$ cat config.mk
export PLATFORM = sky130hd
export DESIGN_NAME = axi_burst_master
export DESIGN_NICKNAME = d
export VERILOG_FILES = /design/src/rtl/axi_burst_master.sv
export SDC_FILE = /design/constraint.sdc
export NUM_CORES = 1
export LEC_CHECK = 0
export ABC_AREA = 1
export ABC_CLOCK_PERIOD_IN_PS = 2140
export BUFFER_PORTS_ARGS = -buffer_cell sky130_fd_sc_hd__buf_2
export CORE_AREA = 3 3 166 168
export CTS_CLUSTER_SIZE = 20
export DETAILED_ROUTE_END_ITERATION = 8
export DIE_AREA = 0 0 169 171
export GPL_TIMING_DRIVEN = 0
export HOLD_SLACK_MARGIN = 0.03
export PLACE_DENSITY_LB_ADDON = 0.05
export SYNTH_ARGS = -nofsm -noshare
export SYNTH_HDL_FRONTEND = slang
export SYNTH_SLANG_ARGS = --single-unit
$ cat constraint.sdc
create_clock -name clk -period 2.14 [get_ports clk]
set_input_delay 0.321 -clock clk [delete_from_list [all_inputs] [get_ports clk]]
set_output_delay 0.321 -clock clk [all_outputs]
set_load 0.01 [all_outputs]
$ cat src/rtl/axi_burst_master.sv
// axi_burst_master
// Issues one AXI4 INCR burst at a time, either a write or a read. A command
// (start address, beat count) is captured in IDLE. The block then drives the
// address channel. Write beats are passed from the wr_* stream to the W
// channel. Read beats are passed from the R channel to the rd_* stream.
// Completion is reported with a one-cycle done pulse and an error flag.
//
// Ports
//   clk, rst            clock, asynchronous active-low reset
//   cmd_*               command handshake: write/read, byte address, len
//   wr_*                write-beat stream (data, strobes, valid/ready)
//   rd_*                read-beat stream (data, last, valid/ready)
//   done, done_err      completion pulse and its error flag
//   busy                high whenever the engine is not idle
//   m_axi_*             AXI4 master channels AW, W, B, AR, R
//
// Build option
//   AXI_BURST_MASTER_TIMEOUT_EN  adds a 16-bit watchdog. The watchdog aborts a
//                                transaction that makes no handshake progress.
module axi_burst_master #(
    parameter int DATA_WIDTH = 64,
    parameter int ADDR_WIDTH = 17,
    parameter int STRB_WIDTH = DATA_WIDTH / 8,
    parameter int ID_WIDTH   = 8
) (
    input  logic                  clk,
    input  logic                  rst,
    input  logic                  cmd_valid,
    output logic                  cmd_ready,
    input  logic                  cmd_write,
    input  logic [ADDR_WIDTH-1:0] cmd_addr,
    input  logic [7:0]            cmd_len,
    input  logic [DATA_WIDTH-1:0] wr_data,
    input  logic [STRB_WIDTH-1:0] wr_strb,
    input  logic                  wr_valid,
    output logic                  wr_ready,
    output logic [DATA_WIDTH-1:0] rd_data,
    output logic                  rd_last,
    output logic                  rd_valid,
    input  logic                  rd_ready,
    output logic                  done,
    output logic                  done_err,
    output logic                  busy,
    output logic [ID_WIDTH-1:0]   m_axi_awid,
    output logic [ADDR_WIDTH-1:0] m_axi_awaddr,
    output logic [7:0]            m_axi_awlen,
    output logic [2:0]            m_axi_awsize,
    output logic [1:0]            m_axi_awburst,
    output logic                  m_axi_awlock,
    output logic [3:0]            m_axi_awcache,
    output logic [2:0]            m_axi_awprot,
    output logic                  m_axi_awvalid,
    input  logic                  m_axi_awready,
    output logic [DATA_WIDTH-1:0] m_axi_wdata,
    output logic [STRB_WIDTH-1:0] m_axi_wstrb,
    output logic                  m_axi_wlast,
    output logic                  m_axi_wvalid,
    input  logic                  m_axi_wready,
    input  logic [ID_WIDTH-1:0]   m_axi_bid,
    input  logic [1:0]            m_axi_bresp,
    input  logic                  m_axi_bvalid,
    output logic                  m_axi_bready,
    output logic [ID_WIDTH-1:0]   m_axi_arid,
    output logic [ADDR_WIDTH-1:0] m_axi_araddr,
    output logic [7:0]            m_axi_arlen,
    output logic [2:0]            m_axi_arsize,
    output logic [1:0]            m_axi_arburst,
    output logic                  m_axi_arlock,
    output logic [3:0]            m_axi_arcache,
    output logic [2:0]            m_axi_arprot,
    output logic                  m_axi_arvalid,
    input  logic                  m_axi_arready,
    input  logic [ID_WIDTH-1:0]   m_axi_rid,
    input  logic [DATA_WIDTH-1:0] m_axi_rdata,
    input  logic [1:0]            m_axi_rresp,
    input  logic                  m_axi_rlast,
    input  logic                  m_axi_rvalid,
    output logic                  m_axi_rready
);

    localparam int         SIZE_LOG2 = $clog2(STRB_WIDTH);
    localparam logic [2:0] AXSIZE    = 3'(SIZE_LOG2);

    typedef enum logic [2:0] {
        S_IDLE = 3'd0,
        S_AW   = 3'd1,
        S_W    = 3'd2,
        S_B    = 3'd3,
        S_AR   = 3'd4,
        S_R    = 3'd5
    } state_t;

    state_t                state_r;
    logic [ID_WIDTH-1:0]   id_r;
    logic [ID_WIDTH-1:0]   next_id_r;
    logic [ADDR_WIDTH-1:0] addr_r;
    logic [7:0]            len_r;
    logic [7:0]            cnt_r;
    logic                  cmd_ready_r;
    logic                  awvalid_r;
    logic                  arvalid_r;
    logic                  done_r;
    logic                  done_err_r;
    logic                  rerr_r;
    logic                  in_w_s;
    logic                  in_r_s;
    logic                  last_beat_s;
    logic                  w_hs_s;
    logic                  r_hs_s;
    logic                  r_beat_err_s;
    logic                  wd_expire_s;

    // Bursts start on a full-width beat boundary, so drop the sub-beat bits.
    function automatic logic [ADDR_WIDTH-1:0] align_addr(input logic [ADDR_WIDTH-1:0] a);
        logic [ADDR_WIDTH-1:0] mask;
        mask = {ADDR_WIDTH{1'b1}} << SIZE_LOG2;
        return a & mask;
    endfunction

    assign in_w_s      = (state_r == S_W);
    assign in_r_s      = (state_r == S_R);
    assign last_beat_s = (cnt_r == len_r);

    assign cmd_ready     = cmd_ready_r;
    assign busy          = (state_r != S_IDLE);
    assign done          = done_r;
    assign done_err      = done_err_r;

    assign m_axi_awid    = id_r;
    assign m_axi_awaddr  = addr_r;
    assign m_axi_awlen   = len_r;
    assign m_axi_awsize  = AXSIZE;
    assign m_axi_awburst = 2'b01;
    assign m_axi_awlock  = 1'b0;
    assign m_axi_awcache = 4'b0011;
    assign m_axi_awprot  = 3'b000;
    assign m_axi_awvalid = awvalid_r;
    assign m_axi_arid    = id_r;
    assign m_axi_araddr  = addr_r;
    assign m_axi_arlen   = len_r;
    assign m_axi_arsize  = AXSIZE;
    assign m_axi_arburst = 2'b01;
    assign m_axi_arlock  = 1'b0;
    assign m_axi_arcache = 4'b0011;
    assign m_axi_arprot  = 3'b000;
    assign m_axi_arvalid = arvalid_r;

    // Beat channels are plain pass-throughs gated by the state, which keeps
    // the stream handshakes free of an extra pipeline stage.
    assign m_axi_wvalid  = in_w_s & wr_valid;
    assign wr_ready      = in_w_s & m_axi_wready;
    assign m_axi_wdata   = wr_data;
    assign m_axi_wstrb   = wr_strb;
    assign m_axi_wlast   = in_w_s & last_beat_s;
    assign m_axi_bready  = (state_r == S_B);
    assign rd_valid      = in_r_s & m_axi_rvalid;
    assign m_axi_rready  = in_r_s & rd_ready;
    assign rd_data       = m_axi_rdata;
    assign rd_last       = in_r_s & last_beat_s;

    assign w_hs_s = m_axi_wvalid & m_axi_wready;
    assign r_hs_s = m_axi_rvalid & m_axi_rready;

    // Per-beat read check: bad response, foreign ID or misplaced rlast.
    always_comb begin
        r_beat_err_s = 1'b0;
        if (r_hs_s) begin
            r_beat_err_s = (m_axi_rresp != 2'b00) || (m_axi_rid != id_r) ||
                           (m_axi_rlast != rd_last);
        end else begin
            r_beat_err_s = 1'b0;
        end
    end

`ifdef AXI_BURST_MASTER_TIMEOUT_EN
    logic [15:0] wd_r;
    logic        any_hs_s;

    assign any_hs_s = (cmd_valid & cmd_ready_r) | (awvalid_r & m_axi_awready) |
                      (arvalid_r & m_axi_arready) | w_hs_s | r_hs_s |
                      (m_axi_bvalid & m_axi_bready);
    assign wd_expire_s = (wd_r == 16'hFFFF);

    // Watchdog: counts stalled cycles of an active transaction.
    always_ff @(posedge clk or negedge rst) begin
        if (!rst) begin
            wd_r <= 16'd0;
        end else if (any_hs_s || (state_r == S_IDLE)) begin
            wd_r <= 16'd0;
        end else if (!wd_expire_s) begin
            wd_r <= wd_r + 16'd1;
        end
    end
`else
    assign wd_expire_s = 1'b0;
`endif

    // Transaction FSM with registered handshake and completion outputs.
    always_ff @(posedge clk or negedge rst) begin
        if (!rst) begin
            state_r     <= S_IDLE;
            id_r        <= {ID_WIDTH{1'b0}};
            next_id_r   <= {ID_WIDTH{1'b0}};
            addr_r      <= {ADDR_WIDTH{1'b0}};
            len_r       <= 8'd0;
            cnt_r       <= 8'd0;
            cmd_ready_r <= 1'b0;
            awvalid_r   <= 1'b0;
            arvalid_r   <= 1'b0;
            done_r      <= 1'b0;
            done_err_r  <= 1'b0;
            rerr_r      <= 1'b0;
        end else begin
            done_r     <= 1'b0;
            done_err_r <= 1'b0;
            if (wd_expire_s) begin
                state_r     <= S_IDLE;
                awvalid_r   <= 1'b0;
                arvalid_r   <= 1'b0;
                cmd_ready_r <= 1'b1;
                done_r      <= 1'b1;
                done_err_r  <= 1'b1;
            end else begin
                case (state_r)
                    S_IDLE: begin
                        cmd_ready_r <= 1'b1;
                        if (cmd_valid && cmd_ready_r) begin
                            cmd_ready_r <= 1'b0;
                            addr_r      <= align_addr(cmd_addr);
                            len_r       <= cmd_len;
                            cnt_r       <= 8'd0;
                            rerr_r      <= 1'b0;
                            id_r        <= next_id_r;
                            next_id_r   <= next_id_r + {{(ID_WIDTH-1){1'b0}}, 1'b1};
                            if (cmd_write) begin
                                state_r   <= S_AW;
                                awvalid_r <= 1'b1;
                            end else begin
                                state_r   <= S_AR;
                                arvalid_r <= 1'b1;
                            end
                        end
                    end
                    S_AW: begin
                        if (m_axi_awready) begin
                            awvalid_r <= 1'b0;
                            state_r   <= S_W;
                        end
                    end
                    S_W: begin
                        if (w_hs_s) begin
                            if (last_beat_s) begin
                                state_r <= S_B;
                            end else begin
                                cnt_r <= cnt_r + 8'd1;
                            end
                        end
                    end
                    S_B: begin
                        if (m_axi_bvalid) begin
                            done_r      <= 1'b1;
                            done_err_r  <= (m_axi_bresp != 2'b00) || (m_axi_bid != id_r);
                            state_r     <= S_IDLE;
                            cmd_ready_r <= 1'b1;
                        end
                    end
                    S_AR: begin
                        if (m_axi_arready) begin
                            arvalid_r <= 1'b0;
                            state_r   <= S_R;
                        end
                    end
                    S_R: begin
                        if (r_hs_s) begin
                            if (last_beat_s) begin
                                done_r      <= 1'b1;
                                done_err_r  <= rerr_r | r_beat_err_s;
                                state_r     <= S_IDLE;
                                cmd_ready_r <= 1'b1;
                            end else begin
                                cnt_r  <= cnt_r + 8'd1;
                                rerr_r <= rerr_r | r_beat_err_s;
                            end
                        end
                    end
                    default: begin
                        state_r     <= S_IDLE;
                        awvalid_r   <= 1'b0;
                        arvalid_r   <= 1'b0;
                        cmd_ready_r <= 1'b0;
                    end
                endcase
            end
        end
    end

endmodule

==> run_results.csv <==
group,metric,value,unit
drt,dr.pass1.iters,4,
status,outcome,"finished clean",
drt,drc,0,
sta,slew_headroom,46.4,%
sta,fin_skew,7.79,ps
layout,multi_input_area,1470,um2
setup_path,cp.required,1820,ps
layout,most-common-layout-cells,"buf_2, buf_4, nand2_1",
setup_path,cp-end-kind,"output pin",
clock_tree,cts_buffers,5,
clock_tree,cts_tree,"built",
floorplanning,core-area,26100,um2
yosys,synth_area,4450,um2
clock_tree,cts_root_buf,"clkbuf_16",
sta,period_needed,1950,ps
yosys,yosys.cell_types.count,36,
floorplanning,rows,59,
layout,seqCellArea,1380,um2
floorplanning,design.die.area,28900,um2
global_route,antenna_found_initial,0,
clock_tree,h-tree-depth,2,
setup_path,critPathBufInv,3,
global_route,track_usage,9.73,%
layout,nNetsFinal,1065,
setup_path,startpoint,"state_r[1]",
floorplanning,die_h,171,um
sta,slew_viol_final,0,
drt,antenna_left,0,
clock_tree,ctsHoldBuffers,0,
power,irDropWorstVdd,0.305,mV
clock_tree,cts.path.max_buffers,2,
floorplanning,start_util,17.1,%
placement,port_buffers,262,
sta,rsz0062_at_grt,"false",
power,leakage,3.79,nW
layout,syn_to_final_growth,45.6,%
layout,drive_above_1_share,58.4,%
yosys,synth-seq-area-share,30.9,%
power,power_frac_seq,29.2,%
sta,hold_viol_final,0,
layout,final_area,6480,um2
sta,post-route-period-util,91.1,%
power,p_per_area,990,nW/um2
drt,routed_wl,15400,um
clock_tree,clkSinkCount,55,
power,swShare,43.6,%
clock_tree,worstSkewPairLatency,310,ps
drt,routedWlPerCell,12.8,um
sta,worstMarginPinSlew,803,ps
yosys,synth_edf_count,0,
setup_path,slowest_stage,"dfrtp_1",
placement,place_congestion,0.663,
yosys,synth_top_area_share,33.4,%
global_route,overflow,0,
min_path,hp-class,"input port to async pin",
clock_tree,path_clk_slew,80,ps
setup_path,cp_cell_sequence,"nor2_2 > nand2_2 > inv_2 > nand3_1 > inv_1 > buf_2",
yosys,synth_area_leaders,"buf_4, dfrtp_1, nand2_1",
yosys,syn_inst,571,
setup_path,rr_startpoint,"state_r[1]",
setup_path,cp_max_fo,6,
placement,place_area,6300,um2
run,maxCapViolations,0,
layout,fillers,2945,
setup_path,critPathMaxStageDelay,470,ps
layout,utilization,24.9,%
yosys,async_flop_share,100,%
power,clock_power_share,15.8,%
sta,setup_tns,0,ps
setup_path,arrival,1630,ps
global_route,grt_first_pass_wirelength,21800,um
yosys,synth_area_per_cell,7.80,um2
drt,first_iter_violations,120,
yosys,yosysTopAreaCell,"buf_4",
yosys,ys_warn_count,0,
floorplanning,boundaryPins,434,
setup_path,cp_top_family,"simple AND/OR/NAND/NOR gates",
global_route,first_global_vias,4000,
drt,vias,4192,
placement,dp_hpwl,12800,um
power,power_switching,0.00280,W
power,finalPower,0.00642,W
global_route,grt_max_degree,56,
sta,clock.fmax,0.513,GHz
power,pwr-share-comb,54.9,%
setup_path,crit_type,"flip-flop to output pin",
sta,setup_viol,0,
power,internal-power,0.00362,W
setup_path,setup.worst_path.start_class,"flip-flop",
drt,via_per_inst,3.48,
sta,finalHoldWorstSlack,80.5,ps
layout,final_common_cell,"buf_2",
yosys,ys.flop_type,"dfrtp_1",
yosys,synth_seq_cells,55,
floorplanning,die_w,169,um
layout,n_antenna_cell,0,
[per-stage QoR]
stage	setup WS, ps	cells
after global placement	67.2	1198
after detailed placement	97.9	1198
after CTS	33.4	1206
after floorplan	586	601
final	190	1206
after global routing	29.2	1206
[power groups by stage]
| stage | logic [W] | clock network (W) | registers (W) |
|---|---|---|---|
| floorplan | 0.00223 | 0 | 0.00193 |
| global placement | 0.00364 | 0 | 0.00192 |
| detailed placement | 0.00359 | 0 | 0.00193 |
| CTS | 0.00361 | 0.00108 | 0.00191 |
| global route | 0.00396 | 0.00111 | 0.00197 |
| finish | 0.00353 | 0.00102 | 0.00188 |
[worst reg2reg max path: cells and delay by family (launching register included)]
| kind | cells | cell delay [ps] |
|---|---|---|
| xor+xnor | 1 | 160 |
| flops | 1 | 470 |
| simple gates | 6 | 1170 |
[what timing repair did]
item                       4_1_cts  5_1_grt
resized for setup                0        9
hold endpoints to repair         0        0
setup endpoints to repair        0       12
buffers inserted                 0        0
[area by class of cell]
class | instances | area share (%)
Buffer | 205 | 23.7
Multi-Input combinational cell | 293 | 22.7
Sequential cell | 55 | 21.2
Timing Repair Buffer | 262 | 20.3
Tap cell | 335 | 6.46
Inverter | 48 | 2.91
Clock buffer | 5 | 1.93
Clock inverter | 3 | 0.733
[flip-flops by register name, summed over array words and instances, names as in the netlist]
signal and count:
m_axi_araddr 14, cnt_r 8, m_axi_arid 8, m_axi_arlen 8, next_id_r 8, state_r 3, cmd_ready 1, done 1
done_err 1, m_axi_arvalid 1, m_axi_awvalid 1, rerr_r 1
[layer usage]
| layer | global-route usage, % | part of all wire, % |
|---|---|---|
| met5 | 0 | 0 |
| met4 | 1.80 | 0.73 |
| met3 | 2.54 | 9.3 |
| met2 | 18.5 | 53 |
| met1 | 11.1 | 37 |
[cells by family (layout without fill, tap and decap cells)]
logic type                 after synthesis  after routing  share of synthesized area [%]
AOI/OAI and AO/OA                       43             43                           5.68
xor gates and xnor gates                23             23                           4.52
DFF                                     55             55                           30.9
other                                    2             32                          0.169
adders and majority gates                2              2                          0.562
and+or+nand+nor                        193            193                           19.5
buffers and inverters                  253            523                           38.6
[worst paths after layout]
path                                        end  slack [ps]  cells past startpoint
worst max-delay path                    rd_last         190                      6
worst min-delay path            m_axi_araddr[3]          80                      1
worst max register to register     next_id_r[6]         230                      7
worst min register to register     next_id_r[7]         480                      1
max in group asynchronous              cnt_r[6]        1510                      1
min in group clk                m_axi_araddr[6]         210                      3
[cell usage after synthesis (2+ instances only)]
master	count
nand2_4	4
inv_2	3
inv_1	42
xor2_1	19
a21oi_1	5
nand3_1	10
nor2_4	2
or2_2	3
nand2_1	126
buf_4	198
o21ai_2	4
o21ai_0	23
nand4_2	2
xnor2_1	4
nand4_1	5
clkbuf_1	2
o21ai_1	3
nor4_1	2
buf_2	4
dfrtp_1	55
o31ai_1	3
nor2_1	25
nor3_1	5
nand3_2	4
o21bai_1	2
conb_1	2
inv_4	2
ha_1	2
nor2_2	3
Power figures use the tool's default switching activity.
